`config.mk`:
```
export PLATFORM = sky130hd
export DESIGN_NAME = bomba_piscina_multi
export DESIGN_NICKNAME = d
export VERILOG_FILES = /design/src/rtl/bomba_piscina_multi.sv
export SDC_FILE = /design/constraint.sdc
export NUM_CORES = 1
export LEC_CHECK = 0
export CAP_MARGIN = 5
export CORE_MARGIN = 5
export CORE_UTILIZATION = 49
export DETAILED_ROUTE_END_ITERATION = 8
export PLACE_DENSITY = 0.81
export SYNTH_ARGS = -nofsm -noshare
export SYNTH_HDL_FRONTEND = slang
export SYNTH_SLANG_ARGS = --single-unit
export TNS_END_PERCENT = 30
```
`constraint.sdc`:
```
create_clock -name clk_2 -period 1.45 [get_ports clk_2]
set_input_delay 0.145 -clock clk_2 [delete_from_list [all_inputs] [get_ports clk_2]]
set_output_delay 0.145 -clock clk_2 [all_outputs]
set_load 0.05 [all_outputs]
```
`src/rtl/bomba_piscina_multi.sv`:
```
// bomba_piscina_multi: NCH independent solar/grid pool-pump controllers with duty cycling,
// dark-time debt repayment and grid fallback, all advancing on a shared tick enable.
module bomba_piscina_multi #(
   parameter int NCH       = 2,
   parameter int ON_TICKS  = 1,
   parameter int OFF_TICKS = 1,
   parameter int MAX_DEBT  = 3
) (
   input  logic             clk_2,
   input  logic             reset_n,
   input  logic             tick,
   input  logic [NCH-1:0]   sol,
   output logic [NCH-1:0]   painel,
   output logic [NCH-1:0]   rede,
   output logic [3*NCH-1:0] st,
   output logic             rede_any
);
   localparam int DW   = $clog2(MAX_DEBT + 1);
   localparam int PMAX = (ON_TICKS > OFF_TICKS) ? ON_TICKS : OFF_TICKS;
   localparam int PW   = (PMAX > 1) ? $clog2(PMAX) : 1;
   localparam logic [DW-1:0] DMAX   = DW'(MAX_DEBT);
   localparam logic [PW-1:0] ON_M1  = PW'(ON_TICKS - 1);
   localparam logic [PW-1:0] OFF_M1 = PW'(OFF_TICKS - 1);

   typedef enum logic [2:0] {
      IDLE    = 3'd0,
      SOL_ON  = 3'd1,
      SOL_OFF = 3'd2,
      DARK    = 3'd3,
      GRID    = 3'd4,
      PAYBACK = 3'd5
   } state_e;

   // Blocks the tick that shares its cycle with reset release.
   logic armed_q;
   logic adv;
   logic [NCH-1:0] rede_d;
   logic rede_any_q;

   always_ff @(posedge clk_2 or negedge reset_n) begin
      if (!reset_n) begin
         armed_q    <= 1'b0;
         rede_any_q <= 1'b0;
      end else begin
         armed_q    <= 1'b1;
         rede_any_q <= |rede_d;
      end
   end

   assign adv      = tick & armed_q;
   assign rede_any = rede_any_q;

   for (genvar c = 0; c < NCH; c++) begin : g_ch
      state_e state_q, state_d;
      logic [DW-1:0] debt_q, debt_d;
      logic [PW-1:0] ph_q, ph_d;
      logic painel_q, rede_q;
      logic s;

      assign s = sol[c];

      always_comb begin
         state_d = state_q;
         debt_d  = debt_q;
         ph_d    = ph_q;
         if (adv) begin
            case (state_q)
               IDLE: begin
                  if (s) begin
                     state_d = SOL_ON;
                     ph_d    = ON_M1;
                  end else begin
                     state_d = DARK;
                     debt_d  = DW'(1);
                  end
               end
               SOL_ON, SOL_OFF: begin
                  if (!s) begin
                     state_d = DARK;
                     debt_d  = DW'(1);
                  end else if (ph_q == '0) begin
                     state_d = (state_q == SOL_ON) ? SOL_OFF : SOL_ON;
                     ph_d    = (state_q == SOL_ON) ? OFF_M1 : ON_M1;
                  end else begin
                     ph_d = ph_q - PW'(1);
                  end
               end
               DARK: begin
                  if (s) begin
                     state_d = PAYBACK;
                     debt_d  = debt_q - DW'(1);
                  end else if (debt_q < DMAX) begin
                     debt_d = debt_q + DW'(1);
                  end else begin
                     state_d = GRID;
                  end
               end
               PAYBACK: begin
                  if (!s) begin
                     state_d = DARK;
                     debt_d  = (debt_q >= DMAX) ? DMAX : debt_q + DW'(1);
                  end else if (debt_q == '0) begin
                     state_d = SOL_OFF;
                     ph_d    = OFF_M1;
                  end else begin
                     debt_d = debt_q - DW'(1);
                  end
               end
               GRID: begin
                  if (s) begin
                     state_d = SOL_ON;
                     debt_d  = '0;
                     ph_d    = ON_M1;
                  end
               end
               default: begin
                  state_d = IDLE;
                  debt_d  = '0;
                  ph_d    = '0;
               end
            endcase
         end
      end

      always_ff @(posedge clk_2 or negedge reset_n) begin
         if (!reset_n) begin
            state_q  <= IDLE;
            debt_q   <= '0;
            ph_q     <= '0;
            painel_q <= 1'b0;
            rede_q   <= 1'b0;
         end else begin
            state_q  <= state_d;
            debt_q   <= debt_d;
            ph_q     <= ph_d;
            painel_q <= (state_d == SOL_ON) || (state_d == PAYBACK);
            rede_q   <= (state_d == GRID);
         end
      end

      assign rede_d[c]     = (state_d == GRID);
      assign painel[c]     = painel_q;
      assign rede[c]       = rede_q;
      assign st[3*c +: 3]  = state_q;
   end
endmodule
```
## Word level (Yosys, flattened, before mapping)

Index checks and enable logic that the tools add are counted.

- Register bits: 18
- Input port bits: 5
- Output and inout bits: 11
- Logic and storage cells: 124

- Add/sub/neg operators: 6
- Order comparisons: 4
- Equality and inequality tests: 32
- Muxes and demuxes: 50
- Bitwise logic cells: 3
- Reductions and logical operators: 17

Operators with widths:

| cell | count |
|---|---|
| $mux 3 | 16 |
| $mux 2 | 18 |
| $pmux 3 s5 | 2 |
| $eq 3x3->1 const B | 8 |
| $ne 2x2->1 const B | 10 |
| $pmux 2 s4 | 2 |
| $eq 3x1->1 const B | 4 |
| $eq 3x2->1 const B | 4 |
| $ne 3x3->1 const B | 4 |
| $reduce_and 6->1 | 2 |
| $mux 1 | 10 |
| $reduce_and 5->1 | 2 |
| $reduce_or 2->1 | 5 |
| $pmux 1 s4 | 2 |
| $logic_not 3->1 | 2 |
| $reduce_or 3->1 | 2 |
| $add 2x1->2 const B | 2 |
| $ge 2x2->1 const B | 2 |
| $logic_not 2->1 | 2 |
| $lt 2x2->1 const B | 2 |
| $ne 2x1->1 const B | 2 |
| $sub 2x1->2 const B | 2 |
| $logic_or 1x1->1 | 2 |
| $not 1->1 | 2 |
| other kinds (2) | 3 |

## Depth between registers and ports, before layout

Gate-level depths: netlist of the first run.

- Depth in word-level cells: 8
- Mapped depth: 6
- Depth with buffers taken out: 6

## Worst setup path before layout of the first run

No wires, ideal clock.

- Path type: register to register
- From: register g_ch[1].state_q[2]
- To: register rede_any_q (netlist: rede_any)
- Setup time: 95 ps
- Data arrival time: 1620 ps
- Data required time: 1355 ps
- Setup slack: -265 ps
- Cell stages (with the launch flop): 6
- Buffers on the path: 1
- Clock period less this slack: 1715 ps
- Cell sequence: dfrtp_1 -> buf_4 -> nand3b_1 -> a311o_1 -> a2bb2o_4 -> o32ai_2

- Word-level cells in the longest chain between the ends: 8
- Elaborated cells between the ends (all ways): 19
- Classes of those cells: eq/ne (6); mux (10); reduce/logical (3)

RTL lines:

| element | line | text |
|---|---|---|
| start: declaration | 54 | `state_e state_q, state_d;` |
| start signal: assignment | 133 | `state_q <= state_d;` |
| $eq 3x1->1 | 67, 82 |  |
| $mux 2 | 82 | `state_d = (state_q == SOL_ON) ? SOL_OFF : SOL_ON;` |
| $mux 3 | 81 | `end else if (ph_q == '0) begin` |
| $mux 3 | 78 | `if (!s) begin` |
| $pmux 3 s5 | 67 | `case (state_q)` |
| $mux 3 * | 66 | `if (adv) begin` |
| $eq 3x3->1 * | 141 | `assign rede_d[c] = (state_d == GRID);` |
| $reduce_or 2->1 * | 46 | `rede_any_q <= \|rede_d;` |
| end signal: assignment | 46 |  |
| end: declaration | 38 | `logic rede_any_q;` |

Every way passes the cells marked *; elsewhere a longest branch is shown, timed or not.
A chain may end at the register's enable or synchronous reset.

## Worst setup path after layout of the first run

- From: register g_ch[1].debt_q[0]
- To: register g_ch[1].painel_q

- Word-level cells in the longest chain between the ends: 7
- Elaborated cells between the ends (all ways): 11
- Classes of those cells: order compare (1); eq/ne (2); mux (6); reduce/logical (2)

RTL lines:

| element | line | text |
|---|---|---|
| start: declaration | 55 | `logic [DW-1:0] debt_q, debt_d;` |
| start signal: assignment | 134 | `debt_q <= debt_d;` |
| $lt 2x2->1 or $logic_not 2->1 (tied branches) | 92, 102 |  |
| $mux 3, on equally long branches | 92, 102 |  |
| $mux 3, on equally long branches | 89, 99 |  |
| $pmux 3 s5 * | 67 |  |
| $mux 3 * | 66 |  |
| net g_ch[1].state_d[0] | 54 |  |
| $eq 3x1->1 or $eq 3x3->1 (tied branches) | 136 | `painel_q <= (state_d == SOL_ON) \|\| (state_d == PAYBACK);` |
| $logic_or 1x1->1 * | 136 |  |
| end signal: assignment | 136 |  |
| end: declaration | 57 | `logic painel_q, rede_q;` |

Mark *: on every way through the listed nets, which the timed path passes. The rest lies on a longest branch.

==> results of run 1 <==
==> metal layers <==
metal	up-vias	part of all wire, %
li1	523	-
met1	532	42
met2	23	51
met3	8	4.2
met4	0	2.0
met5	-	0
==> area by class of cell <==
class,count,area [sq um],area share (%)
Tap cell,30,37.5,2.14
Sequential cell,16,409,23.4
Timing Repair Buffer,43,408,23.3
Inverter,8,30.0,1.71
Clock buffer,4,36.3,2.07
Multi-Input combinational cell,91,831,47.4
==> cells by family after synthesis <==
| family | Yosys count |
|---|---|
| other cells | 1 |
| flops | 16 |
| fa+ha+maj | 6 |
| simple gates | 41 |
| xor+xnor | 2 |
| mux | 8 |
| buf+inv | 19 |
| compound gates | 33 |
==> cells in the final DEF (no fill, tap or decap), drive strengths merged, types with 4 or more instances in the layout <==
cell and count:
nand2 5, mux2i 7, nor2b 4, nor2 6
inv 8, a21oi 4, o21ai 7, and3b 6
clkbuf 4, clkdlybuf4s50 4, nand2b 6, dfrtp 16
buf 39, ha 6
==> final timing paths <==
kind | from | to | slack [ns] | cells after the start
min reg2reg | g_ch[0].state_q[2]$_DFF_PN0_ | g_ch[0].state_q[2]$_DFF_PN0_ | 0.67 | 2
min | reset_n | g_ch[0].painel_q$_DFF_PN0_ | 0.16 | 2
max | g_ch[1].debt_q[0]$_DFFE_PN0P_ | g_ch[1].painel_q$_DFF_PN0_ | -0.18 | 6
max in group asynchronous | reset_n | g_ch[1].state_q[0]$_DFF_PN0_ | 1.07 | 2
max reg2reg | g_ch[1].debt_q[0]$_DFFE_PN0P_ | g_ch[1].painel_q$_DFF_PN0_ | -0.18 | 6
min in group clk_2 | g_ch[0].state_q[2]$_DFF_PN0_ | g_ch[0].state_q[2]$_DFF_PN0_ | 0.67 | 2
==> registers in the layout (all words and copies together), names as in the netlist <==
name	count
g_ch.debt_q	4
rede_any	1
armed_q	1
g_ch.painel_q	2
g_ch.rede_q	2
g_ch.state_q	6
==> Yosys cell counts, types with 2 or more instances <==
cell / number
sky130_fd_sc_hd__buf_2: 3
sky130_fd_sc_hd__nand2_1: 5
sky130_fd_sc_hd__o21ai_0: 6
sky130_fd_sc_hd__and2_1: 2
sky130_fd_sc_hd__nor2_1: 6
sky130_fd_sc_hd__dfrtp_1: 16
sky130_fd_sc_hd__nand2b_1: 6
sky130_fd_sc_hd__and3b_1: 6
sky130_fd_sc_hd__nor2b_1: 4
sky130_fd_sc_hd__inv_1: 7
sky130_fd_sc_hd__nor3_1: 2
sky130_fd_sc_hd__ha_1: 6
sky130_fd_sc_hd__buf_4: 8
sky130_fd_sc_hd__o32ai_2: 2
sky130_fd_sc_hd__a211oi_1: 2
sky130_fd_sc_hd__xnor2_1: 2
sky130_fd_sc_hd__a21oi_1: 4
sky130_fd_sc_hd__o211ai_2: 2
sky130_fd_sc_hd__mux2i_1: 7
==> metrics by stage <==
stage | setup WS, ns | instance area, sq um | hold WS, ns
floorplan | -0.0982 | 1280 | -0.151
global placement | -0.228 | 1610 | 0.486
detailed placement | -0.316 | 1610 | 0.494
CTS | -0.181 | 1680 | 0.164
global route | -0.273 | 1750 | 0.171
finish | -0.179 | 1750 | 0.158
==> what timing repair did <==
| action | 4_1_cts | 5_1_grt |
|---|---|---|
| setup endpoints to repair | 12 | 15 |
| gates resized for setup | 9 | 10 |
| buffers inserted | 1 | 3 |
| pin swaps | 6 | 11 |
==> power breakdown <==
group	switching (mW)	internal [mW]	total (mW)	leakage (nW)
logic	1.28	1.30	2.58	0.584
clock network	0.147	0.153	0.301	0.0210
registers	0.237	0.616	0.853	0.190
==> critical path: cells and delay by family (launching register included) <==
family,cells,cell delay [ns]
adder cells (fa/ha/maj),1,0.17
buffers and inverters,1,0.08
AO/OA/AOI/OAI,2,0.58
flip-flops,1,0.44
AND/OR/NAND/NOR,2,0.30
==> metrics.txt, run 1 <==
# TYPE chip_impl_metric gauge
chip_impl_metric{name="critPathArrivalTime",unit="ns"} 1.85
chip_impl_metric{name="buffers_from_clock_root_to_sink_at_most",unit=""} 2
chip_impl_metric{name="clock_sinks",unit=""} 16
chip_impl_info{name="globalRoute.busiestLayer",value="met2"} 1
chip_impl_metric{name="ant_nets",unit=""} 0
chip_impl_info{name="status",value="finished, violations left"} 1
chip_impl_metric{name="final.fill_count",unit=""} 181
chip_impl_metric{name="post_synth.cell_area_avg",unit="sq um"} 9.91
chip_impl_metric{name="clock_slew_at_the_register_clock_pins_of_the_worst_setup_and_hold_paths",unit="ns"} 0.10
chip_impl_metric{name="global_route_wire_length_before_repair",unit="um"} 4770
chip_impl_metric{name="gr-usage-met1",unit="%"} 20.0
chip_impl_info{name="violated_checks",value="setup timing"} 1
chip_impl_metric{name="synth-adder-area-share",unit="%"} 6.01
chip_impl_metric{name="detail_route.iter0.violations",unit=""} 32
chip_impl_metric{name="hold_viol_final",unit=""} 0
chip_impl_metric{name="nNetsFinal",unit=""} 174
chip_impl_metric{name="synth_compound_gate_area_share",unit="%"} 24.6
chip_impl_metric{name="design_power_total",unit="mW"} 3.73
chip_impl_metric{name="clock.fmax",unit="GHz"} 0.614
chip_impl_info{name="critPathLaunchType",value="flip-flop"} 1
chip_impl_metric{name="synthesis.instances",unit=""} 126
chip_impl_metric{name="antenna_cells_inserted",unit=""} 0
chip_impl_metric{name="syn-cell-area",unit="sq um"} 1250
chip_impl_metric{name="grt_util_met2",unit="%"} 30.4
chip_impl_metric{name="synth_warnings",unit=""} 0
chip_impl_metric{name="worst-endpoint-required",unit="ns"} 1.67
chip_impl_metric{name="cts_hold_repair.buffers",unit=""} 0
chip_impl_metric{name="route.vias.total",unit=""} 1086
chip_impl_metric{name="synthToLayoutAreaGrowth",unit="%"} 40.3
chip_impl_metric{name="synth-edff-count",unit=""} 0
chip_impl_metric{name="floorplan.die_area",unit="sq um"} 3660
chip_impl_metric{name="timing.final.crit_share",unit="%"} 112
chip_impl_metric{name="slew_violations",unit=""} 0
chip_impl_metric{name="crit_path_max_incr_delay",unit="ns"} 0.44
chip_impl_metric{name="synth.net_count",unit=""} 137
chip_impl_info{name="synth.area.top_cells",value="sky130_fd_sc_hd__dfrtp_1 32%, sky130_fd_sc_hd__ha_1 6.0%, sky130_fd_sc_hd__mux2i_1 5.6%, sky130_fd_sc_hd__buf_4 4.8%, sky130_fd_sc_hd__and3b_1 4.2%"} 1
chip_impl_metric{name="seq_area_frac_synth",unit="%"} 32.1
chip_impl_metric{name="post-synth-top-area-fraction",unit="%"} 32.1
chip_impl_metric{name="setup_viol",unit=""} 12
chip_impl_metric{name="cts_inserted_buffers",unit=""} 3
chip_impl_info{name="rsz0062_at_grt",value="true"} 1
chip_impl_metric{name="synth-seq-cells",unit=""} 16
chip_impl_metric{name="grtUsageMet3",unit="%"} 4.26
chip_impl_metric{name="grt_use_total",unit="%"} 17.3
chip_impl_metric{name="grt_antenna_before_repair",unit=""} 0
chip_impl_metric{name="placement_rows",unit=""} 18
chip_impl_metric{name="powerDensity",unit="nW/um^2"} 2130
chip_impl_metric{name="post_layout_nonfiller_instances",unit=""} 192
chip_impl_metric{name="floorplan.core_area",unit="sq um"} 2450
chip_impl_metric{name="tns",unit="ns"} -1.07
chip_impl_metric{name="final.setup.worst_slack",unit="ns"} -0.179
chip_impl_metric{name="avgViaCountPerCell",unit=""} 5.66
chip_impl_info{name="clockRootBuffer",value="sky130_fd_sc_hd__clkbuf_4"} 1
chip_impl_metric{name="first_global_vias",unit=""} 1084
chip_impl_metric{name="post-place-cells",unit=""} 184
chip_impl_metric{name="drt_drc_violations_left",unit=""} 0
chip_impl_metric{name="detail_route.first_pass.iterations",unit=""} 4
chip_impl_metric{name="yosysUniqueCellTypes",unit=""} 49
chip_impl_metric{name="fraction_of_registers_with_async_set_reset",unit="%"} 100
chip_impl_metric{name="synth_simple_gate_area_share",unit="%"} 20.6
chip_impl_metric{name="share_of_final_layout_standard_cells_stronger_than_drive_strength_1",unit="%"} 47.5
chip_impl_metric{name="grt_max_degree",unit=""} 17
chip_impl_info{name="cpMaxStageDelayCell",value="sky130_fd_sc_hd__dfrtp_1"} 1
chip_impl_metric{name="fp.dieH",unit="um"} 60.5
chip_impl_metric{name="layout_min_cycle_time",unit="ns"} 1.63
chip_impl_metric{name="die_x",unit="um"} 60.5
chip_impl_info{name="synth.largest_area_cell",value="sky130_fd_sc_hd__dfrtp_1"} 1
chip_impl_metric{name="detail_route.wirelength",unit="um"} 2990
chip_impl_metric{name="maxCapViolCount",unit=""} 0
chip_impl_metric{name="cts-htree-levels",unit=""} 1
chip_impl_info{name="path_class",value="reg -> reg"} 1
chip_impl_metric{name="initial_core_utilization",unit="%"} 50.9
chip_impl_info{name="ys.flop_type",value="sky130_fd_sc_hd__dfrtp_1"} 1
chip_impl_info{name="worstPathCellList",value="inv_2 -> ha_4 -> nand2b_4 -> a31o_1 -> a221oi_4 -> nor2b_1"} 1
chip_impl_info{name="synth_top_family_by_area",value="compound AO/OA/AOI/OAI gates"} 1
chip_impl_metric{name="drt-wirelength-per-cell",unit="um"} 15.6
chip_impl_info{name="worst_min_delay_path_category",value="in -> async"} 1
chip_impl_info{name="clock_tree_from_tritoncts",value="yes"} 1
chip_impl_metric{name="synth.mux.area_fraction",unit="%"} 6.51
chip_impl_metric{name="worst_skew_pair.late_latency",unit="ns"} 0.30
chip_impl_metric{name="vdd_drop_max",unit="V"} 0.00153
chip_impl_metric{name="worst_clk_skew",unit="ns"} 0.0137
chip_impl_metric{name="timing.critical_path.fanout_max",unit=""} 5
chip_impl_metric{name="post_synth_xor_area_fraction",unit="%"} 1.40
chip_impl_metric{name="port_buffers",unit=""} 15
chip_impl_info{name="critical_path.endpoint_type",value="flip-flop"} 1
chip_impl_metric{name="routabilityCongestion",unit=""} 0.783
chip_impl_metric{name="total_leakage_power",unit="nW"} 0.795
chip_impl_metric{name="ios",unit=""} 16
chip_impl_metric{name="layout.core_utilization",unit="%"} 71.4
chip_impl_metric{name="dp_hpwl",unit="um"} 2140
chip_impl_metric{name="overflow",unit=""} 0
Note: power is estimated with default switching activity, not from simulation.
==> inputs of run 2 (changes only) <==
- CORE_UTILIZATION: 49 -> 59
- PLACE_DENSITY: 0.81 -> 0.9
- RECOVER_POWER: default -> 50
- clock period: 1.45 -> 2 ns (I/O delays scaled with it)
==> run 2 against run 1 <==
Against the previous run:
- the flow now finishes without violations
- sequential power is 29% lower
- critical endpoint is now rede_any$_DFF_PN0_
- via count is 6.8% lower
- highest routed layer unchanged
- wire length is 18% lower
==> metrics.txt, run 2 (synthesis results as in run 1) <==
# TYPE chip_impl_metric gauge
chip_impl_info{name="status",value="finished clean"} 1
chip_impl_info{name="worst_min_delay_path_category",value="in -> async"} 1
chip_impl_metric{name="hold_viol_final",unit=""} 0
chip_impl_metric{name="vdd_drop_max",unit="V"} 0.000929
chip_impl_metric{name="grt_antenna_before_repair",unit=""} 0
chip_impl_info{name="critical_path.endpoint_type",value="flip-flop"} 1
chip_impl_metric{name="grt_max_degree",unit=""} 17
chip_impl_metric{name="detail_route.iter0.violations",unit=""} 21
chip_impl_metric{name="number_of_flip_flops_under_the_largest_register_name",unit=""} 6
chip_impl_metric{name="die_x",unit="um"} 56.0
chip_impl_metric{name="power_frac_comb",unit="%"} 61.2
chip_impl_metric{name="gr-usage-met1",unit="%"} 23.1
chip_impl_metric{name="setup_viol",unit=""} 0
chip_impl_metric{name="overflow",unit=""} 0
chip_impl_metric{name="fin_worst_hold_slack",unit="ns"} 0.394
chip_impl_metric{name="timing.final.crit_share",unit="%"} 92.0
chip_impl_metric{name="reg2reg_setup_slack",unit="ns"} 0.16
chip_impl_metric{name="clock_slew_at_the_register_clock_pins_of_the_worst_setup_and_hold_paths",unit="ns"} 0.09
chip_impl_metric{name="powerDensity",unit="nW/um^2"} 1510
chip_impl_metric{name="int_pwr",unit="mW"} 1.08
chip_impl_metric{name="clock_sinks",unit=""} 16
chip_impl_metric{name="avgViaCountPerCell",unit=""} 6.10
chip_impl_metric{name="max_slew.worst_pin.slew",unit="ns"} 0.719
chip_impl_metric{name="worst_rel_slew_slack",unit="%"} 51.9
chip_impl_metric{name="layout.core_utilization",unit="%"} 70.8
chip_impl_metric{name="layout_min_cycle_time",unit="ns"} 1.84
chip_impl_metric{name="grtUsageMet3",unit="%"} 5.57
chip_impl_metric{name="route.vias.total",unit=""} 1012
chip_impl_metric{name="drt_drc_violations_left",unit=""} 0
chip_impl_metric{name="first_global_vias",unit=""} 958
chip_impl_metric{name="final.fill_count",unit=""} 150
chip_impl_metric{name="worst_clk_skew",unit="ns"} 0.00304
chip_impl_metric{name="timing.critical_path.fanout_max",unit=""} 5
chip_impl_info{name="most_frequent_standard_cell_in_the_layout_excluding_fill_and_tap_cells",value="sky130_fd_sc_hd__dfrtp_1"} 1
chip_impl_metric{name="clock.fmax",unit="GHz"} 0.543
chip_impl_metric{name="combined_flip_flop_and_latch_cell_area",unit="sq um"} 400
chip_impl_metric{name="cts_hold_repair.buffers",unit=""} 0
chip_impl_info{name="critPathLaunchType",value="flip-flop"} 1
chip_impl_metric{name="worst-endpoint-required",unit="ns"} 2.21
chip_impl_metric{name="floorplan.die_area",unit="sq um"} 3140
chip_impl_info{name="clock_tree_from_tritoncts",value="yes"} 1
chip_impl_metric{name="tns",unit="ns"} 0
chip_impl_metric{name="antenna_cells_inserted",unit=""} 0
chip_impl_metric{name="worst_skew_pair.late_latency",unit="ns"} 0.29
chip_impl_info{name="top_regs",value="g_ch.state_q x6, g_ch.debt_q x4"} 1
chip_impl_metric{name="total_leakage_power",unit="nW"} 0.637
chip_impl_metric{name="post-place-cells",unit=""} 162
chip_impl_metric{name="multi_input_gate_area_in_the_final_layout",unit="sq um"} 731
chip_impl_metric{name="ant_nets",unit=""} 0
chip_impl_metric{name="clk_network_pwr_share",unit="%"} 10.3
chip_impl_metric{name="fp.dieH",unit="um"} 56.0
chip_impl_info{name="globalRoute.busiestLayer",value="met2"} 1
chip_impl_metric{name="global_route_wire_length_before_repair",unit="um"} 4440
chip_impl_info{name="clockRootBuffer",value="sky130_fd_sc_hd__clkbuf_4"} 1
chip_impl_metric{name="buffers_from_clock_root_to_sink_at_most",unit=""} 2
chip_impl_metric{name="initial_core_utilization",unit="%"} 63.0
chip_impl_info{name="rsz0062_at_grt",value="false"} 1
chip_impl_metric{name="grt_use_total",unit="%"} 17.7
chip_impl_metric{name="routabilityCongestion",unit=""} 0.877
chip_impl_metric{name="critPathArrivalTime",unit="ns"} 2.05
chip_impl_metric{name="p_sw_share",unit="%"} 48.9
chip_impl_metric{name="detail_route.first_pass.iterations",unit=""} 5
chip_impl_info{name="regMostFlops",value="g_ch.state_q"} 1
chip_impl_metric{name="post_cts.resized_instances",unit=""} 0
chip_impl_info{name="crit_path_start",value="g_ch[0].debt_q[0]$_DFFE_PN0P_"} 1
chip_impl_metric{name="ios",unit=""} 16
chip_impl_metric{name="power_switching",unit="mW"} 1.03
chip_impl_metric{name="cts_inserted_buffers",unit=""} 3
chip_impl_metric{name="postCtsSetupBuffers",unit=""} 0
chip_impl_metric{name="maxCapViolCount",unit=""} 0
chip_impl_metric{name="seq_power_share",unit="%"} 28.5
chip_impl_info{name="layout.cells.most_common_list",value="16 x sky130_fd_sc_hd__dfrtp_1, 11 x sky130_fd_sc_hd__clkdlybuf4s50_1, 7 x sky130_fd_sc_hd__inv_1, 7 x sky130_fd_sc_hd__mux2i_1"} 1
chip_impl_metric{name="drt-wirelength-per-cell",unit="um"} 14.8
chip_impl_metric{name="nNetsFinal",unit=""} 151
chip_impl_metric{name="placement_rows",unit=""} 16
chip_impl_metric{name="cts-htree-levels",unit=""} 1
chip_impl_metric{name="slew_violations",unit=""} 0
chip_impl_info{name="path_class",value="reg -> reg"} 1
chip_impl_metric{name="grt_util_met2",unit="%"} 27.9
chip_impl_metric{name="dp_hpwl",unit="um"} 1850
chip_impl_metric{name="synthToLayoutAreaGrowth",unit="%"} 12.4
chip_impl_metric{name="port_buffers",unit=""} 15
chip_impl_metric{name="post_layout_nonfiller_instances",unit=""} 166
chip_impl_metric{name="share_of_final_layout_standard_cells_stronger_than_drive_strength_1",unit="%"} 15.1
chip_impl_metric{name="detail_route.wirelength",unit="um"} 2460
chip_impl_info{name="timing.rr.start",value="g_ch[0].debt_q[0]$_DFFE_PN0P_"} 1
chip_impl_metric{name="floorplan.core_area",unit="sq um"} 1980
## run 2: area by class of cell
cell class	count	area share, %
repair buffers	20	12.3
flip-flops and latches	16	28.5
clock buffers	4	2.58
well taps	27	2.41
multi-input cells	91	52.0
inverters	8	2.14
## run 2: worst paths after layout
check                                                end  cells after the start
min                                   rede_any$_DFF_PN0_                      1
max in group asynchronous   g_ch[0].state_q[2]$_DFF_PN0_                      1
min in group clk_2         g_ch[0].debt_q[1]$_DFFE_PN0P_                      2
max reg2reg                           rede_any$_DFF_PN0_                      6
min reg2reg                g_ch[0].debt_q[1]$_DFFE_PN0P_                      2
max                                   rede_any$_DFF_PN0_                      6
## run 2: worst max-delay path, stage by stage (launching register included)
cell	delay, ns
sky130_fd_sc_hd__dfrtp_1	0.43
sky130_fd_sc_hd__inv_1	0.08
sky130_fd_sc_hd__ha_1	0.21
sky130_fd_sc_hd__nor3b_1	0.43
sky130_fd_sc_hd__and2_1	0.21
sky130_fd_sc_hd__o211ai_2	0.13
sky130_fd_sc_hd__o32ai_2	0.26
## run 2: per-layer routing
metal	share of wire (%)	vias to the layer above	wire length, um
li1	-	481	-
met1	42	504	1040
met2	51	22	1260
met3	4.9	5	120
met4	1.1	0	27
met5	0	-	0
## run 2: through the flow
| step | power, mW | setup slack, ns | instance area [sq um] |
|---|---|---|---|
| floorplan | 1.64 | 0.285 | 1250 |
| global placement | 1.88 | 0.106 | 1390 |
| detailed placement | 1.93 | 0.0187 | 1390 |
| CTS | 2.16 | 0.154 | 1420 |
| global route | 2.29 | 0.0468 | 1400 |
| finish | 2.11 | 0.160 | 1400 |
## run 2: power by group through the flow
stage / Combinational, mW / Clock (mW) / Sequential (mW)
after global routing: 1.42 / 0.238 / 0.631
after global placement: 1.28 / 0 / 0.598
after CTS: 1.33 / 0.226 / 0.600
after detailed placement: 1.33 / 0 / 0.604
final: 1.29 / 0.217 / 0.602
after floorplan: 0.912 / 0 / 0.726
